<file path="src/rtl/instr_pkg.sv">
// Shared ISA constants for the instruction encoder: opcodes, function codes,
// field bit positions and the encoder FSM state type.
package instr_pkg;

  localparam logic [2:0] OP_RTYPE = 3'd0;
  localparam logic [2:0] OP_ITYPE = 3'd1;
  localparam logic [2:0] OP_MTYPE = 3'd2;
  localparam logic [2:0] OP_CTYPE = 3'd3;
  localparam logic [2:0] OP_PTYPE = 3'd4;
  localparam logic [2:0] OP_FTYPE = 3'd5;

  // Integer ALU function codes; R-type accepts ADD..ABS, I-type a subset plus SLLI.
  localparam logic [3:0] ALU_ADD  = 4'd0;
  localparam logic [3:0] ALU_SUB  = 4'd1;
  localparam logic [3:0] ALU_MUL  = 4'd2;
  localparam logic [3:0] ALU_DIV  = 4'd3;
  localparam logic [3:0] ALU_SLT  = 4'd4;
  localparam logic [3:0] ALU_SGT  = 4'd5;
  localparam logic [3:0] ALU_SEQ  = 4'd6;
  localparam logic [3:0] ALU_SNEZ = 4'd7;
  localparam logic [3:0] ALU_MIN  = 4'd8;
  localparam logic [3:0] ALU_ABS  = 4'd9;
  localparam logic [3:0] ALU_SLLI = 4'd10;

  localparam logic [3:0] FALU_FADD = 4'd0;
  localparam logic [3:0] FALU_FSUB = 4'd1;
  localparam logic [3:0] FALU_FMUL = 4'd2;
  localparam logic [3:0] FALU_FDIV = 4'd3;
  localparam logic [3:0] FALU_FMIN = 4'd4;
  localparam logic [3:0] FALU_FMAX = 4'd5;

  localparam logic [3:0] MEM_LOAD  = 4'd0;
  localparam logic [3:0] MEM_STORE = 4'd1;

  localparam logic [2:0] C_JUMP = 3'b000;
  localparam logic [2:0] C_BEQ  = 3'b001;
  localparam logic [2:0] C_BNE  = 3'b010;
  localparam logic [2:0] C_CALL = 3'b011;
  localparam logic [2:0] C_RSV0 = 3'b100;
  localparam logic [2:0] C_RSV1 = 3'b101;
  localparam logic [2:0] C_RET  = 3'b110;
  localparam logic [2:0] C_EXIT = 3'b111;

  localparam int unsigned OP_LSB     = 29;
  localparam int unsigned PRED_BIT   = 28;
  localparam int unsigned RD_LSB     = 23;
  localparam int unsigned RS1_LSB    = 18;
  localparam int unsigned IMM_HI_LSB = 14;
  localparam int unsigned F4_LSB     = 10;
  localparam int unsigned RS2_LSB    = 5;
  localparam int unsigned IMM_LO_LSB = 0;

  typedef enum logic [1:0] {IDLE, ACCEPT, WRITE, DONE} enc_state_t;

endpackage

</file>
<file path="src/rtl/instr_encoder_if.sv">
// Loader-side bundle channel, imem write port and session status of the encoder.
interface instr_encoder_if #(
  parameter int unsigned ADDR_WIDTH = 10
) ();
  logic                  start;
  logic                  in_valid;
  logic                  in_ready;
  logic [2:0]            in_op;
  logic                  in_pred;
  logic [4:0]            in_rd;
  logic [4:0]            in_rs1;
  logic [4:0]            in_rs2;
  logic [3:0]            in_funct4;
  logic [13:0]           in_imm;
  logic                  mem_we;
  logic [ADDR_WIDTH-1:0] mem_addr;
  logic [31:0]           mem_wdata;
  logic                  mem_ack;
  logic                  done;
  logic                  err;
  logic [ADDR_WIDTH:0]   count;

  modport master (
    output start, in_valid, in_op, in_pred, in_rd, in_rs1, in_rs2, in_funct4, in_imm, mem_ack,
    input  in_ready, mem_we, mem_addr, mem_wdata, done, err, count
  );

  modport slave (
    input  start, in_valid, in_op, in_pred, in_rd, in_rs1, in_rs2, in_funct4, in_imm, mem_ack,
    output in_ready, mem_we, mem_addr, mem_wdata, done, err, count
  );
endinterface

</file>
<file path="src/rtl/instr_pack.sv">
// Combinational field-to-word packer with a legality flag and EXIT detect;
// the exact inverse of the control unit's field split.
module instr_pack
  import instr_pkg::*;
(
  input  logic [2:0]  op,
  input  logic        pred,
  input  logic [4:0]  rd,
  input  logic [4:0]  rs1,
  input  logic [4:0]  rs2,
  input  logic [3:0]  funct4,
  input  logic [13:0] imm,
  output logic [31:0] word,
  output logic        legal,
  output logic        is_exit
);

  always_comb begin
    word = '0;
    word[OP_LSB +: 3]  = op;
    word[PRED_BIT]     = pred;
    word[RD_LSB +: 5]  = rd;
    word[RS1_LSB +: 5] = rs1;
    case (op)
      OP_RTYPE, OP_FTYPE: begin
        word[F4_LSB +: 4]  = funct4;
        word[RS2_LSB +: 5] = rs2;
      end
      OP_CTYPE: begin
        // Bit 13 stays 0: only funct3 is meaningful for control ops.
        word[IMM_HI_LSB +: 4]  = imm[13:10];
        word[IMM_LO_LSB +: 10] = imm[9:0];
        word[F4_LSB +: 3]      = funct4[2:0];
      end
      default: begin
        word[IMM_HI_LSB +: 4]  = imm[13:10];
        word[IMM_LO_LSB +: 10] = imm[9:0];
        word[F4_LSB +: 4]      = funct4;
      end
    endcase
  end

  always_comb begin
    legal = 1'b0;
    case (op)
      OP_RTYPE: legal = (funct4 <= ALU_ABS);
      OP_ITYPE: legal = (funct4 inside {ALU_ADD, ALU_MUL, ALU_DIV, ALU_SLLI});
      OP_MTYPE: legal = (funct4 <= MEM_STORE);
      OP_CTYPE: legal = !(funct4[2:0] inside {C_RSV0, C_RSV1});
      OP_PTYPE: legal = 1'b1;
      OP_FTYPE: legal = (funct4 <= FALU_FMAX);
      default:  legal = 1'b0;
    endcase
  end

  assign is_exit = (op == OP_CTYPE) && (funct4[2:0] == C_EXIT);

endmodule

</file>
<file path="src/rtl/instr_encoder.sv">
// Packs decoded field bundles into instruction words and writes them sequentially to imem.
// Optional build macro ENC_LEGAL_CHECK_EN rejects illegal bundles instead of packing them.
module instr_encoder
  import instr_pkg::*;
#(
  parameter int unsigned DATA_WIDTH = 32,
  parameter int unsigned ADDR_WIDTH = 10,
  parameter int unsigned BASE_ADDR  = 0
) (
  input logic            clk,
  input logic            rst,
  instr_encoder_if.slave bus
);

  localparam logic [ADDR_WIDTH-1:0] BaseAddr = ADDR_WIDTH'(BASE_ADDR);
  localparam logic [ADDR_WIDTH:0]   Capacity = {1'b1, {ADDR_WIDTH{1'b0}}};

  enc_state_t              state_q, state_d;
  logic [ADDR_WIDTH-1:0]   addr_q, addr_d;
  logic [DATA_WIDTH-1:0]   wdata_q, wdata_d;
  logic [ADDR_WIDTH:0]     count_q, count_d;
  logic                    exit_q, exit_d;
  logic                    err_q, err_d;

  logic [31:0] packed_word;
  logic        legal;
  logic        legal_ok;
  logic        is_exit;

  instr_pack u_pack (
    .op      (bus.in_op),
    .pred    (bus.in_pred),
    .rd      (bus.in_rd),
    .rs1     (bus.in_rs1),
    .rs2     (bus.in_rs2),
    .funct4  (bus.in_funct4),
    .imm     (bus.in_imm),
    .word    (packed_word),
    .legal   (legal),
    .is_exit (is_exit)
  );

`ifdef ENC_LEGAL_CHECK_EN
  assign legal_ok = legal;
`else
  assign legal_ok = 1'b1;
  logic unused_legal;
  assign unused_legal = legal;
`endif

  always_comb begin
    state_d = state_q;
    addr_d  = addr_q;
    wdata_d = wdata_q;
    count_d = count_q;
    exit_d  = exit_q;
    err_d   = err_q;
    unique case (state_q)
      IDLE, DONE: begin
        if (bus.start) begin
          state_d = ACCEPT;
          addr_d  = BaseAddr;
          count_d = '0;
          exit_d  = 1'b0;
          err_d   = 1'b0;
        end
      end
      ACCEPT: begin
        if (bus.in_valid) begin
          if (count_q == Capacity) begin
            // Memory full: drop the word and end the session.
            err_d   = 1'b1;
            state_d = DONE;
          end else if (!legal_ok) begin
            err_d = 1'b1;
          end else begin
            wdata_d = packed_word;
            exit_d  = is_exit;
            state_d = WRITE;
          end
        end
      end
      WRITE: begin
        if (bus.mem_ack) begin
          addr_d  = addr_q + 1'b1;
          count_d = count_q + 1'b1;
          state_d = exit_q ? DONE : ACCEPT;
        end
      end
      default: state_d = IDLE;
    endcase
  end

  always_ff @(posedge clk or posedge rst) begin
    if (rst) begin
      state_q <= IDLE;
      addr_q  <= BaseAddr;
      wdata_q <= '0;
      count_q <= '0;
      exit_q  <= 1'b0;
      err_q   <= 1'b0;
    end else begin
      state_q <= state_d;
      addr_q  <= addr_d;
      wdata_q <= wdata_d;
      count_q <= count_d;
      exit_q  <= exit_d;
      err_q   <= err_d;
    end
  end

  assign bus.in_ready  = (state_q == ACCEPT);
  assign bus.mem_we    = (state_q == WRITE);
  assign bus.done      = (state_q == DONE);
  assign bus.mem_addr  = addr_q;
  assign bus.mem_wdata = wdata_q;
  assign bus.count     = count_q;
  assign bus.err       = err_q;

endmodule

</file>
<file path="src/flat_wrapper.sv">
// flat-port wrapper written by rule: the top's interface ports become plain ports
module instr_encoder_flat import instr_pkg::*;
#(
  parameter int unsigned DATA_WIDTH = 32,
  parameter int unsigned ADDR_WIDTH = 10,
  parameter int unsigned BASE_ADDR  = 0
)
  (clk, rst, bus_start, bus_in_valid, bus_in_op, bus_in_pred, bus_in_rd, bus_in_rs1, bus_in_rs2, bus_in_funct4, bus_in_imm, bus_mem_ack, bus_in_ready, bus_mem_we, bus_mem_addr, bus_mem_wdata, bus_done, bus_err, bus_count);
  instr_encoder_if #(.ADDR_WIDTH(ADDR_WIDTH)) bus_i ();
  input logic clk;
  input logic rst;
  input wire logic [$bits(bus_i.start)-1:0] bus_start;
  input wire logic [$bits(bus_i.in_valid)-1:0] bus_in_valid;
  input wire logic [$bits(bus_i.in_op)-1:0] bus_in_op;
  input wire logic [$bits(bus_i.in_pred)-1:0] bus_in_pred;
  input wire logic [$bits(bus_i.in_rd)-1:0] bus_in_rd;
  input wire logic [$bits(bus_i.in_rs1)-1:0] bus_in_rs1;
  input wire logic [$bits(bus_i.in_rs2)-1:0] bus_in_rs2;
  input wire logic [$bits(bus_i.in_funct4)-1:0] bus_in_funct4;
  input wire logic [$bits(bus_i.in_imm)-1:0] bus_in_imm;
  input wire logic [$bits(bus_i.mem_ack)-1:0] bus_mem_ack;
  output wire logic [$bits(bus_i.in_ready)-1:0] bus_in_ready;
  output wire logic [$bits(bus_i.mem_we)-1:0] bus_mem_we;
  output wire logic [$bits(bus_i.mem_addr)-1:0] bus_mem_addr;
  output wire logic [$bits(bus_i.mem_wdata)-1:0] bus_mem_wdata;
  output wire logic [$bits(bus_i.done)-1:0] bus_done;
  output wire logic [$bits(bus_i.err)-1:0] bus_err;
  output wire logic [$bits(bus_i.count)-1:0] bus_count;
  assign bus_i.start = bus_start;
  assign bus_i.in_valid = bus_in_valid;
  assign bus_i.in_op = bus_in_op;
  assign bus_i.in_pred = bus_in_pred;
  assign bus_i.in_rd = bus_in_rd;
  assign bus_i.in_rs1 = bus_in_rs1;
  assign bus_i.in_rs2 = bus_in_rs2;
  assign bus_i.in_funct4 = bus_in_funct4;
  assign bus_i.in_imm = bus_in_imm;
  assign bus_i.mem_ack = bus_mem_ack;
  assign bus_in_ready = bus_i.in_ready;
  assign bus_mem_we = bus_i.mem_we;
  assign bus_mem_addr = bus_i.mem_addr;
  assign bus_mem_wdata = bus_i.mem_wdata;
  assign bus_done = bus_i.done;
  assign bus_err = bus_i.err;
  assign bus_count = bus_i.count;
  instr_encoder #(.DATA_WIDTH(DATA_WIDTH), .ADDR_WIDTH(ADDR_WIDTH), .BASE_ADDR(BASE_ADDR)) u_core (.clk(clk), .rst(rst), .bus(bus_i));
endmodule
</file>
<file path="config.mk">
export PLATFORM = sky130hd
export DESIGN_NAME = instr_encoder_flat
export DESIGN_NICKNAME = d
export VERILOG_FILES = /design/src/rtl/instr_pkg.sv /design/src/rtl/instr_encoder_if.sv /design/src/rtl/instr_pack.sv /design/src/rtl/instr_encoder.sv /design/src/flat_wrapper.sv
export SDC_FILE = /design/constraint.sdc
export NUM_CORES = 1
export LEC_CHECK = 0
export CELL_PAD_IN_SITES_DETAIL_PLACEMENT = 0
export CELL_PAD_IN_SITES_GLOBAL_PLACEMENT = 1
export CORE_ASPECT_RATIO = 2
export CORE_MARGIN = 3
export CORE_UTILIZATION = 35
export DETAILED_ROUTE_END_ITERATION = 7
export PLACE_DENSITY = 0.93
export SYNTH_ARGS = -nofsm -noshare
export SYNTH_HDL_FRONTEND = slang
export SYNTH_SLANG_ARGS = --single-unit
</file>
<file path="constraint.sdc">
create_clock -name clk -period 2.15 [get_ports clk]
set_input_delay 0.215 -clock clk [delete_from_list [all_inputs] [get_ports clk]]
set_output_delay 0.215 -clock clk [all_outputs]
set_load 0.02 [all_outputs]
</file>
==> flow_metrics.env, run 1 <==
export IMPL_status="finished, final reports clean"
export IMPL_setup_viol=0
export IMPL_die_y_um=137
export IMPL_path_delay_family="simple AND/OR/NAND/NOR gates"
export IMPL_max_freq_mhz=484
export IMPL_h_tree_depth=3
export IMPL_crit_required_ns=2.35
export IMPL_drt_initial_drc_count=136
export IMPL_clock_root_buffer="clkbuf_16"
export IMPL_crit_path_end_kind="register"
export IMPL_antenna_cells=0
export IMPL_grt_max_degree=48
export IMPL_fin_skew_ns=0.00459
export IMPL_detail_route_wl_per_cell_um=17.2
export IMPL_p_per_area_nw_per_um2=1310
export IMPL_design_core_area_um2=8290
export IMPL_num_fill_cells=725
export IMPL_synth_top_area_cell="dfrtp_1"
export IMPL_fin_area_um2=4480
export IMPL_final_hold_viol_count=0
export IMPL_critPathBufInv=2
export IMPL_clk_latency_ns=0.32
export IMPL_clockBufferDepth=2
export IMPL_dr_total_vias=2717
export IMPL_multi_input_area_um2=1400
export IMPL_critPathLaunchType="register"
export IMPL_dpl_hpwl_um=6460
export IMPL_synth_area_mux_share_pct=12.9
export IMPL_antenna_found_initial=0
export IMPL_final_antenna_net_count=0
export IMPL_cts_sinks=57
export IMPL_syn_inst=292
export IMPL_synth_top_family_by_area="simple AND/OR/NAND/NOR gates"
export IMPL_regArea_um2=1430
export IMPL_slew_violations=0
export IMPL_route_detailed_drc=0
export IMPL_period_share_pct=96.1
export IMPL_drive_gt1_share_pct=14.4
export IMPL_worst_setup_path_type="register to register"
export IMPL_synthXorXnorAreaFrac_pct=0.292
export IMPL_tightest_slew_ns=0.679
export IMPL_synth_adder_area_share_pct=2.51
export IMPL_post_drt_via_cell_ratio=5.36
export IMPL_hold_worst_slack_ns=0.235
export IMPL_layout_min_cycle_time_ns=2.07
export IMPL_start_util_pct=36.1
export IMPL_grt_pass1_vias=2740
export IMPL_slowest_delay_ns=0.47
export IMPL_grt_overflow_total=0
export IMPL_yosysSeqAreaShare_pct=47.6
export IMPL_rsz0062_at_grt="false"
export IMPL_yosysWarnings=0
export IMPL_cp_slowest_cell="or4b_4"
export IMPL_syn_num_nets=340
export IMPL_area_growth_pct=49.5
export IMPL_final_nets=452
export IMPL_finalWeightedCongestion=0.845
export IMPL_hp_class="primary input to asynchronous set/reset pin"
export IMPL_ir_worst_vdd_v=0.000662
export IMPL_cts_made_buffers=9
export IMPL_io_buffers=98
export IMPL_max_cap_violations=0
export IMPL_max_slew_margin_pct=54.8
export IMPL_cp_data_arrival_time_ns=2.27
export IMPL_p_leak_nw=1.92
export IMPL_postSynthAreaPerCell_um2=10.3
export IMPL_total_power_mw=5.87
export IMPL_dieArea_um2=9780
export IMPL_routed_wl_um=8700
export IMPL_synth_top_area_share_pct=47.6
export IMPL_synth_seq_cells=57
export IMPL_synth_area_leaders="dfrtp_1 (48%), mux2_4 (8.5%), nand3_1 (4.0%), a21oi_1 (3.8%), mux2i_1 (3.7%)"
export IMPL_crit_fanout=24
export IMPL_netlist_cell_type_count=44
export IMPL_dpl_cell_area_um2=4160
export IMPL_crit_chain="inv_1, ha_1, or4b_4, o311a_4, buf_12, mux2_4"
export IMPL_ios=99
export IMPL_final_core_util_pct=54.0
export IMPL_synth_simple_gate_area_share_pct=16.7
export IMPL_setup_tns_ns=0
export IMPL_path_clk_slew_ns=0.05
export IMPL_cts_tree="yes"
export IMPL_synth_compound_area_share_pct=13.6
export IMPL_grt_pass1_wl_um=13600
export IMPL_rows=47
export IMPL_track_usage_pct=18.0
export IMPL_die_w_um=71.4
export IMPL_drtPass1Iterations=4
export IMPL_synth_area_um2=3000
cell type report:
| class | count | share of cell area [%] |
|---|---|---|
| flip-flops and latches | 57 | 31.8 |
| well taps | 98 | 2.74 |
| repair buffers | 119 | 26.4 |
| inverters | 20 | 1.68 |
| clock inverters | 3 | 0.335 |
| multi-input cells | 197 | 31.2 |
| clock buffers | 13 | 5.81 |
state kept, by name (all words and copies together), names as in the netlist:
signal                flops
u_core.bus.count         11
u_core.bus.err            1
u_core.bus.mem_addr      10
u_core.bus.mem_wdata     32
u_core.exit_q             1
u_core.state_q            2
metrics by stage:
stage	worst slack [ns]	instances
after detailed placement	0.0474	490
after floorplan	0.0521	292
final	0.0838	507
after CTS	0.0428	506
after global routing	0.00999	507
after global placement	0.0929	490
per-layer routing:
| metal | track usage, % | vias to the layer above | routed length (µm) |
|---|---|---|---|
| met4 | 9.52 | 0 | 219 |
| met3 | 4.63 | 18 | 520 |
| li1 | - | 1282 | - |
| met2 | 31.7 | 106 | 4690 |
| met1 | 19.2 | 1311 | 3270 |
| met5 | 0 | - | 0 |
kinds of logic after synthesis:
family | count (synthesis)
AO/OA/AOI/OAI | 68
XOR/XNOR | 1
adder cells (fa/ha/maj) | 6
buffers and inverters | 38
flip-flops | 57
multiplexers | 30
AND/OR/NAND/NOR | 92
cell usage in the layout (no fill, tap or decap), types with 6 or more instances in the layout:
| master | Yosys | final |
|---|---|---|
| ha_1 | 6 | 6 |
| nand2_1 | 16 | 16 |
| nand2b_1 | 6 | 6 |
| nand4_1 | 8 | 8 |
| clkdlybuf4s50_1 | 0 | 98 |
| mux2_4 | 17 | 18 |
| or4_1 | 6 | 6 |
| o21ai_0 | 12 | 12 |
| clkbuf_16 | 0 | 10 |
| dfrtp_1 | 57 | 57 |
| inv_1 | 20 | 19 |
| a21oi_1 | 23 | 23 |
| o21ai_1 | 10 | 10 |
| nor2_1 | 9 | 9 |
| o31ai_1 | 6 | 6 |
| mux2i_1 | 11 | 11 |
| nand3_1 | 24 | 24 |
| buf_4 | 0 | 18 |
synth_stat cells:
cell type  count
a211o_1        2
a211oi_1       1
a21o_1         1
a21oi_1       23
a221o_1        1
a22o_1         3
a22oi_1        2
a31oi_1        1
a41oi_1        1
and2_1         1
and3_1         5
and4_1         1
buf_1          2
buf_2          1
buf_6          6
clkbuf_1       9
dfrtp_1       57
ha_1           6
inv_1         20
mux2_2         2
mux2_4        17
mux2i_1       11
nand2_1       16
nand2b_1       6
nand3_1       24
nand3b_1       3
nand4_1        8
nor2_1         9
nor2b_1        2
nor3_1         5
nor4_1         1
o211ai_1       2
o21a_1         1
o21ai_0       12
o21ai_1       10
o22ai_1        1
o311a_1        1
o31ai_1        6
or2_2          1
or3_1          2
or4_1          6
or4b_1         1
or4b_4         1
xnor2_1        1
path summary, 6_finish.rpt:
check / start / endpoint / slack, ns / cells past startpoint
min in group clk: bus_in_imm[12] / u_core.bus.mem_wdata[16] / 0.45 / 3
min reg2reg: u_core.bus.mem_wdata[21] / u_core.bus.mem_wdata[21] / 0.50 / 1
max: u_core.bus.count[0] / u_core.bus.mem_wdata[24] / 0.08 / 6
min: rst / u_core.bus.mem_wdata[23] / 0.23 / 2
max in group asynchronous: rst / u_core.bus.mem_wdata[27] / 1.35 / 3
max reg2reg: u_core.bus.count[0] / u_core.bus.mem_wdata[24] / 0.08 / 6
where the power goes:
group / switching [mW] / internal [mW] / total (mW)
combinational: 1.47 / 1.44 / 2.91
sequential: 0.219 / 1.43 / 1.65
clock: 0.473 / 0.836 / 1.31
timing repair:
item / 4_1_cts / 5_1_grt
endpoints found under the setup margin: 0 / 18
setup buffers: 0 / 0
gates resized for setup: 0 / 3
hold buffers: 0 / 0
(Power assumes the default switching activity.)
==> run 2, diff against run 1 <==
--- a/config.mk
+++ b/config.mk
@@ -12,4 +12,5 @@
 export CORE_UTILIZATION = 35
 export DETAILED_ROUTE_END_ITERATION = 7
+export GPL_ROUTABILITY_DRIVEN = 0
 export PLACE_DENSITY = 0.93
 export SYNTH_ARGS = -nofsm -noshare
==> constraint.sdc (replaced) <==
create_clock -name clk -period 2.15 [get_ports clk]
set_input_delay 0.43 -clock clk [delete_from_list [all_inputs] [get_ports clk]]
set_output_delay 0.43 -clock clk [all_outputs]
set_load 0.02 [all_outputs]
==> run 2 against run 1 <==
  * Wire length grew 0.17%
  * Register-to-register slack got worse by 0.02 ns
  * Design area is 1.5% higher
  * Global-route usage rose by 0.46 points
  * Sequential power barely moved
  * Via count up 0.99%
  * Die area is the same
  * Core utilization up 0.78 points
  * Critical path depth unchanged
  * Clock power grew 11%
  * Clock-buffer cell count increased by 1
  * Largest power group unchanged
==> flow_metrics.env, run 2 (same netlist as run 1, synthesis figures left out) <==
export IMPL_crit_required_ns=2.34
export IMPL_drt_initial_drc_count=113
export IMPL_route_detailed_drc=0
export IMPL_largest_register_ffs=32
export IMPL_final_antenna_net_count=0
export IMPL_layout_min_cycle_time_ns=2.08
export IMPL_rows=47
export IMPL_dr_total_vias=2744
export IMPL_rsz0062_at_grt="false"
export IMPL_postCtsSetupRepairBufs=0
export IMPL_path_clk_slew_ns=0.05
export IMPL_cp_slowest_cell="or4b_1"
export IMPL_cp_data_arrival_time_ns=2.28
export IMPL_design_core_area_um2=8290
export IMPL_clockBufferDepth=2
export IMPL_ios=99
export IMPL_critPathLaunchType="register"
export IMPL_die_w_um=71.4
export IMPL_slew_violations=0
export IMPL_final_hold_viol_count=0
export IMPL_setup_tns_ns=0
export IMPL_pre_cts_slack_ns=0.0330
export IMPL_max_slew_margin_pct=71.7
export IMPL_crit_chain="inv_2, ha_1, or4b_1, o311a_4, buf_12, mux2_4"
export IMPL_cts_sinks=57
export IMPL_final_cell_mix="clkdlybuf4s50_1 (97), dfrtp_1 (57), nand3_1 (24)"
export IMPL_die_y_um=137
export IMPL_max_cap_violations=0
export IMPL_dpl_hpwl_um=6480
export IMPL_cts_tree="yes"
export IMPL_setup_viol=0
export IMPL_post_drt_via_cell_ratio=5.36
export IMPL_place_inst=495
export IMPL_crit_path_end_kind="register"
export IMPL_antenna_found_initial=0
export IMPL_path_delay_family="simple AND/OR/NAND/NOR gates"
export IMPL_fin_cells=512
export IMPL_area_growth_pct=51.7
export IMPL_tightest_slew_ns=0.423
export IMPL_dieArea_um2=9780
export IMPL_final_nets=457
export IMPL_clk_latency_ns=0.32
export IMPL_p_leak_nw=1.96
export IMPL_final_common_cell="clkdlybuf4s50_1"
export IMPL_grt_max_degree=58
export IMPL_status="finished, final reports clean"
export IMPL_grt_overflow_total=0
export IMPL_start_util_pct=36.1
export IMPL_antenna_cells=0
export IMPL_grt_pass1_vias=2864
export IMPL_crit_fanout=24
export IMPL_setup_ws_ns=0.0680
export IMPL_hp_class="primary input to asynchronous set/reset pin"
export IMPL_slowest_delay_ns=0.47
export IMPL_h_tree_depth=3
export IMPL_ir_worst_vdd_v=0.000437
export IMPL_fin_skew_ns=0.00721
export IMPL_p_per_area_nw_per_um2=1320
export IMPL_grt_pass1_wl_um=14100
export IMPL_period_share_pct=96.8
export IMPL_drive_gt1_share_pct=15.7
export IMPL_detail_route_wl_per_cell_um=17.0
export IMPL_routed_wl_um=8710
export IMPL_max_freq_mhz=480
export IMPL_track_usage_pct=18.4
export IMPL_cts_made_buffers=9
export IMPL_worst_setup_path_type="register to register"
export IMPL_clock_root_buffer="clkbuf_16"
export IMPL_io_buffers=98
export IMPL_drtPass1Iterations=4
export IMPL_critPathBufInv=2
==> run 2: cell count changes in the layout (fill, tap and decap cells not counted), sizes merged <==
cell | before | now
clkbuf | 14 | 15
clkinv | 3 | 1
buf | 20 | 25
clkdlybuf4s50 | 98 | 97
dlygate4sd2 | 0 | 1
bufinv | 0 | 1
==> run 2: worst min-delay path, cell delays in order <==
cell             delay (ns)
clkdlybuf4s50_1        0.41
inv_2                  0.08
buf_12                 0.28
==> run 2: timing repair <==
item                                    4_1_cts  5_1_grt
resized for setup                             1        3
endpoints found under the setup margin        1       18
hold buffers                                  0        0
cloned                                        0        1
==> run 2: path summary, 6_finish.rpt <==
path / startpoint / depth (start not counted) / slack [ns] / endpoint
worst max-delay path: u_core.bus.count[0] / 6 / 0.07 / u_core.bus.mem_wdata[28]
worst min-delay path: rst / 3 / 0.50 / u_core.bus.mem_wdata[12]
worst max register to register: u_core.bus.count[0] / 6 / 0.07 / u_core.bus.mem_wdata[28]
worst min register to register: u_core.bus.mem_wdata[18] / 1 / 0.51 / u_core.bus.mem_wdata[18]
max in group asynchronous: rst / 3 / 1.39 / u_core.bus.mem_wdata[27]
min in group clk: u_core.bus.mem_wdata[18] / 1 / 0.51 / u_core.bus.mem_wdata[18]
==> run 2: stage by stage <==
stage	util, %	cell area, µm²	hold WS (ns)	total power [mW]
after detailed placement	50.7	4200	0.497	4.53
after floorplan	-	3000	0.481	3.30
after global placement	50.7	4200	0.498	4.45
after CTS	54.4	4510	0.511	5.99
final	54.8	4550	0.499	6.01
after global routing	54.8	4550	0.526	6.34
==> run 2: per-layer routing <==
| metal | vias to the layer above | share of wire [%] | track usage, % |
|---|---|---|---|
| met4 | 0 | 3.4 | 11.8 |
| met1 | 1327 | 37 | 19.5 |
| met5 | - | 0 | 0 |
| met3 | 20 | 5.4 | 3.97 |
| met2 | 107 | 54 | 32.3 |
| li1 | 1290 | - | - |
==> run 2: power by group <==
part           switching (mW)  total (mW)  internal (mW)
clock                   0.458        1.45          0.989
sequential              0.223        1.65           1.43
combinational            1.48        2.91           1.44
total                    2.16        6.01           3.86
==> run 2: layout make-up <==
type | instances | area [µm²]
multi-input cells | 197 | 1400
flip-flops and latches | 57 | 1430
inverters | 20 | 75.1
repair buffers | 124 | 1220
clock inverters | 2 | 35.0
well taps | 98 | 123
clock buffers | 14 | 274
fillers | 740 | 3750
==> run 3, diff against run 2 <==
PLACE_DENSITY = 0.87   (was 0.93)
SLEW_MARGIN = 20   (was unset)
==> run 3 against run 2 <==
  * Worst setup slack lost 0.0080 ns
  * Worst hold slack worse by 0.028 ns
  * First-iteration DRC count is 0.88% lower
  * Register-to-register slack about the same
  * Clock power barely moved
  * Clock skew barely moved
  * Critical path depth unchanged
  * Clock-buffer cell count unchanged
  * Power grew 0.33%
  * Wire length grew 0.67%
==> flow_metrics.env, run 3 (same netlist as run 1, synthesis figures left out) <==
export IMPL_num_fill_cells=730
export IMPL_final_nets=456
export IMPL_crit_required_ns=2.36
export IMPL_grt_overflow_total=0
export IMPL_worst_setup_path_type="register to register"
export IMPL_largest_register_ffs=32
export IMPL_fin_cells=511
export IMPL_max_cap_violations=0
export IMPL_dpl_cell_area_um2=4190
export IMPL_comb_power_share_pct=48.2
export IMPL_reg2reg_depth=6
export IMPL_status="finished, final reports clean"
export IMPL_critPathLaunchType="register"
export IMPL_top_layer="met4"
export IMPL_p_per_area_nw_per_um2=1330
export IMPL_cp_data_arrival_time_ns=2.30
export IMPL_wl_met2_um=4720
export IMPL_power_frac_seq_pct=27.4
export IMPL_post_drt_via_cell_ratio=5.35
export IMPL_rows=47
export IMPL_period_share_pct=97.2
export IMPL_fin_area_um2=4540
export IMPL_hp_class="primary input to asynchronous set/reset pin"
export IMPL_final_core_util_pct=54.7
export IMPL_antenna_found_initial=0
export IMPL_intPower_mw=3.86
export IMPL_max_slew_margin_pct=61.7
export IMPL_grt_max_degree=58
export IMPL_layout_min_cycle_time_ns=2.09
export IMPL_cts_sinks=57
export IMPL_area_growth_pct=51.5
export IMPL_track_usage_pct=18.0
export IMPL_clock_root_buffer="clkbuf_16"
export IMPL_max_freq_mhz=478
export IMPL_switching_share_pct=36.1
export IMPL_hold_worst_slack_ns=0.471
export IMPL_drive_gt1_share_pct=15.3
export IMPL_h_tree_depth=3
export IMPL_grt_pass1_vias=2703
export IMPL_tightest_slew_ns=0.575
export IMPL_final_hold_viol_count=0
export IMPL_path_clk_slew_ns=0.05
export IMPL_pwr_share_clk_pct=24.4
export IMPL_drtPass1Iterations=4
export IMPL_rsz0062_at_grt="false"
export IMPL_die_y_um=137
export IMPL_final_antenna_net_count=0
export IMPL_setup_tns_ns=0
export IMPL_crit_path_end_kind="register"
export IMPL_pre_cts_slack_ns=0.0502
export IMPL_total_power_mw=6.03
export IMPL_crit_fanout=24
export IMPL_postCtsHoldBufs=0
export IMPL_detail_route_wl_per_cell_um=17.2
export IMPL_io_buffers=98
export IMPL_slew_violations=0
export IMPL_met3_length_um=527
export IMPL_ios=99
export IMPL_grt_pass1_wl_um=13300
export IMPL_design_core_area_um2=8290
export IMPL_cts_tree="yes"
export IMPL_route_detailed_drc=0
export IMPL_reg2reg_to="u_core.bus.mem_wdata[27]"
export IMPL_fin_skew_ns=0.00761
export IMPL_cts_made_buffers=9
export IMPL_final_common_cell="clkdlybuf4s50_1"
export IMPL_die_w_um=71.4
export IMPL_clk_latency_ns=0.33
export IMPL_start_util_pct=36.1
export IMPL_dr_total_vias=2732
export IMPL_wl_met1_um=3320
export IMPL_setup_ws_ns=0.0600
export IMPL_place_inst=494
export IMPL_final_cell_mix="clkdlybuf4s50_1 (97), dfrtp_1 (57), nand3_1 (24)"
export IMPL_routed_wl_um=8770
export IMPL_drt_initial_drc_count=112
export IMPL_ir_worst_vdd_v=0.000563
export IMPL_reg2reg_from="u_core.bus.count[0]"
export IMPL_setup_viol=0
export IMPL_p_leak_nw=1.95
export IMPL_rrSetupSlack_ns=0.06
export IMPL_dpl_hpwl_um=6350
export IMPL_power_switching_mw=2.17
export IMPL_clockBufferDepth=2
export IMPL_dieArea_um2=9780
export IMPL_antenna_cells=0
==> run 3: cell count changes in the layout (fill, tap and decap cells not counted) <==
| cell | change |
|---|---|
| ha_2 | -1 |
| ha_1 | +1 |
| buf_4 | -1 |
| or4b_1 | -1 |
| inv_2 | -1 |
| or4b_4 | +1 |
| inv_1 | +1 |
==> run 3: worst max-delay path by stage <==
stage                                   start                        to  slack (ns)
final                     u_core.bus.count[0]  u_core.bus.mem_wdata[27]        0.06
after detailed placement  u_core.bus.count[0]  u_core.bus.mem_wdata[22]        0.05
after global routing      u_core.bus.count[0]  u_core.bus.mem_wdata[27]        0.02
after floorplan           u_core.bus.count[0]  u_core.bus.mem_wdata[10]        0.05
after CTS                 u_core.bus.count[0]  u_core.bus.mem_wdata[18]        0.03
after global placement            bus_mem_ack       u_core.bus.count[9]        0.06
==> run 3: final cells by class <==
class / instances / area, µm² / share of cell area, %
Clock buffer: 14 / 274 / 6.04
Clock inverter: 2 / 35.0 / 0.772
Inverter: 20 / 75.1 / 1.65
Multi-Input combinational cell: 197 / 1400 / 30.8
Sequential cell: 57 / 1430 / 31.4
Tap cell: 98 / 123 / 2.70
Timing Repair Buffer: 123 / 1210 / 26.7
==> run 3: layer usage <==
metal	track usage, %	up-vias
met5	0	-
met4	8.58	0
li1	-	1291
met3	4.71	13
met2	32.2	102
met1	19.3	1326
==> run 3: critical path, stage by stage (launching register included) <==
cell and delay [ns]:
dfrtp_1 0.39, inv_1 0.11, ha_1 0.15, or4b_4 0.46
o311a_4 0.36, buf_12 0.18, mux2_4 0.31
==> run 3: power by group through the flow <==
stage          logic [mW]  clock network (mW)  registers [mW]
2_1_floorplan        1.24                   0            2.06
3_3_place_gp         2.82                   0            1.64
3_5_place_dp         2.86                   0            1.66
4_1_cts              2.87                1.50            1.65
5_1_grt              3.09                1.54            1.70
6_report             2.91                1.47            1.65
==> run 3: what timing repair did <==
| item | in CTS | in global routing |
|---|---|---|
| endpoints found under the setup margin | 1 | 13 |
| buffers inserted | 0 | 0 |
| resized for setup | 1 | 2 |
| gates cloned | 0 | 1 |
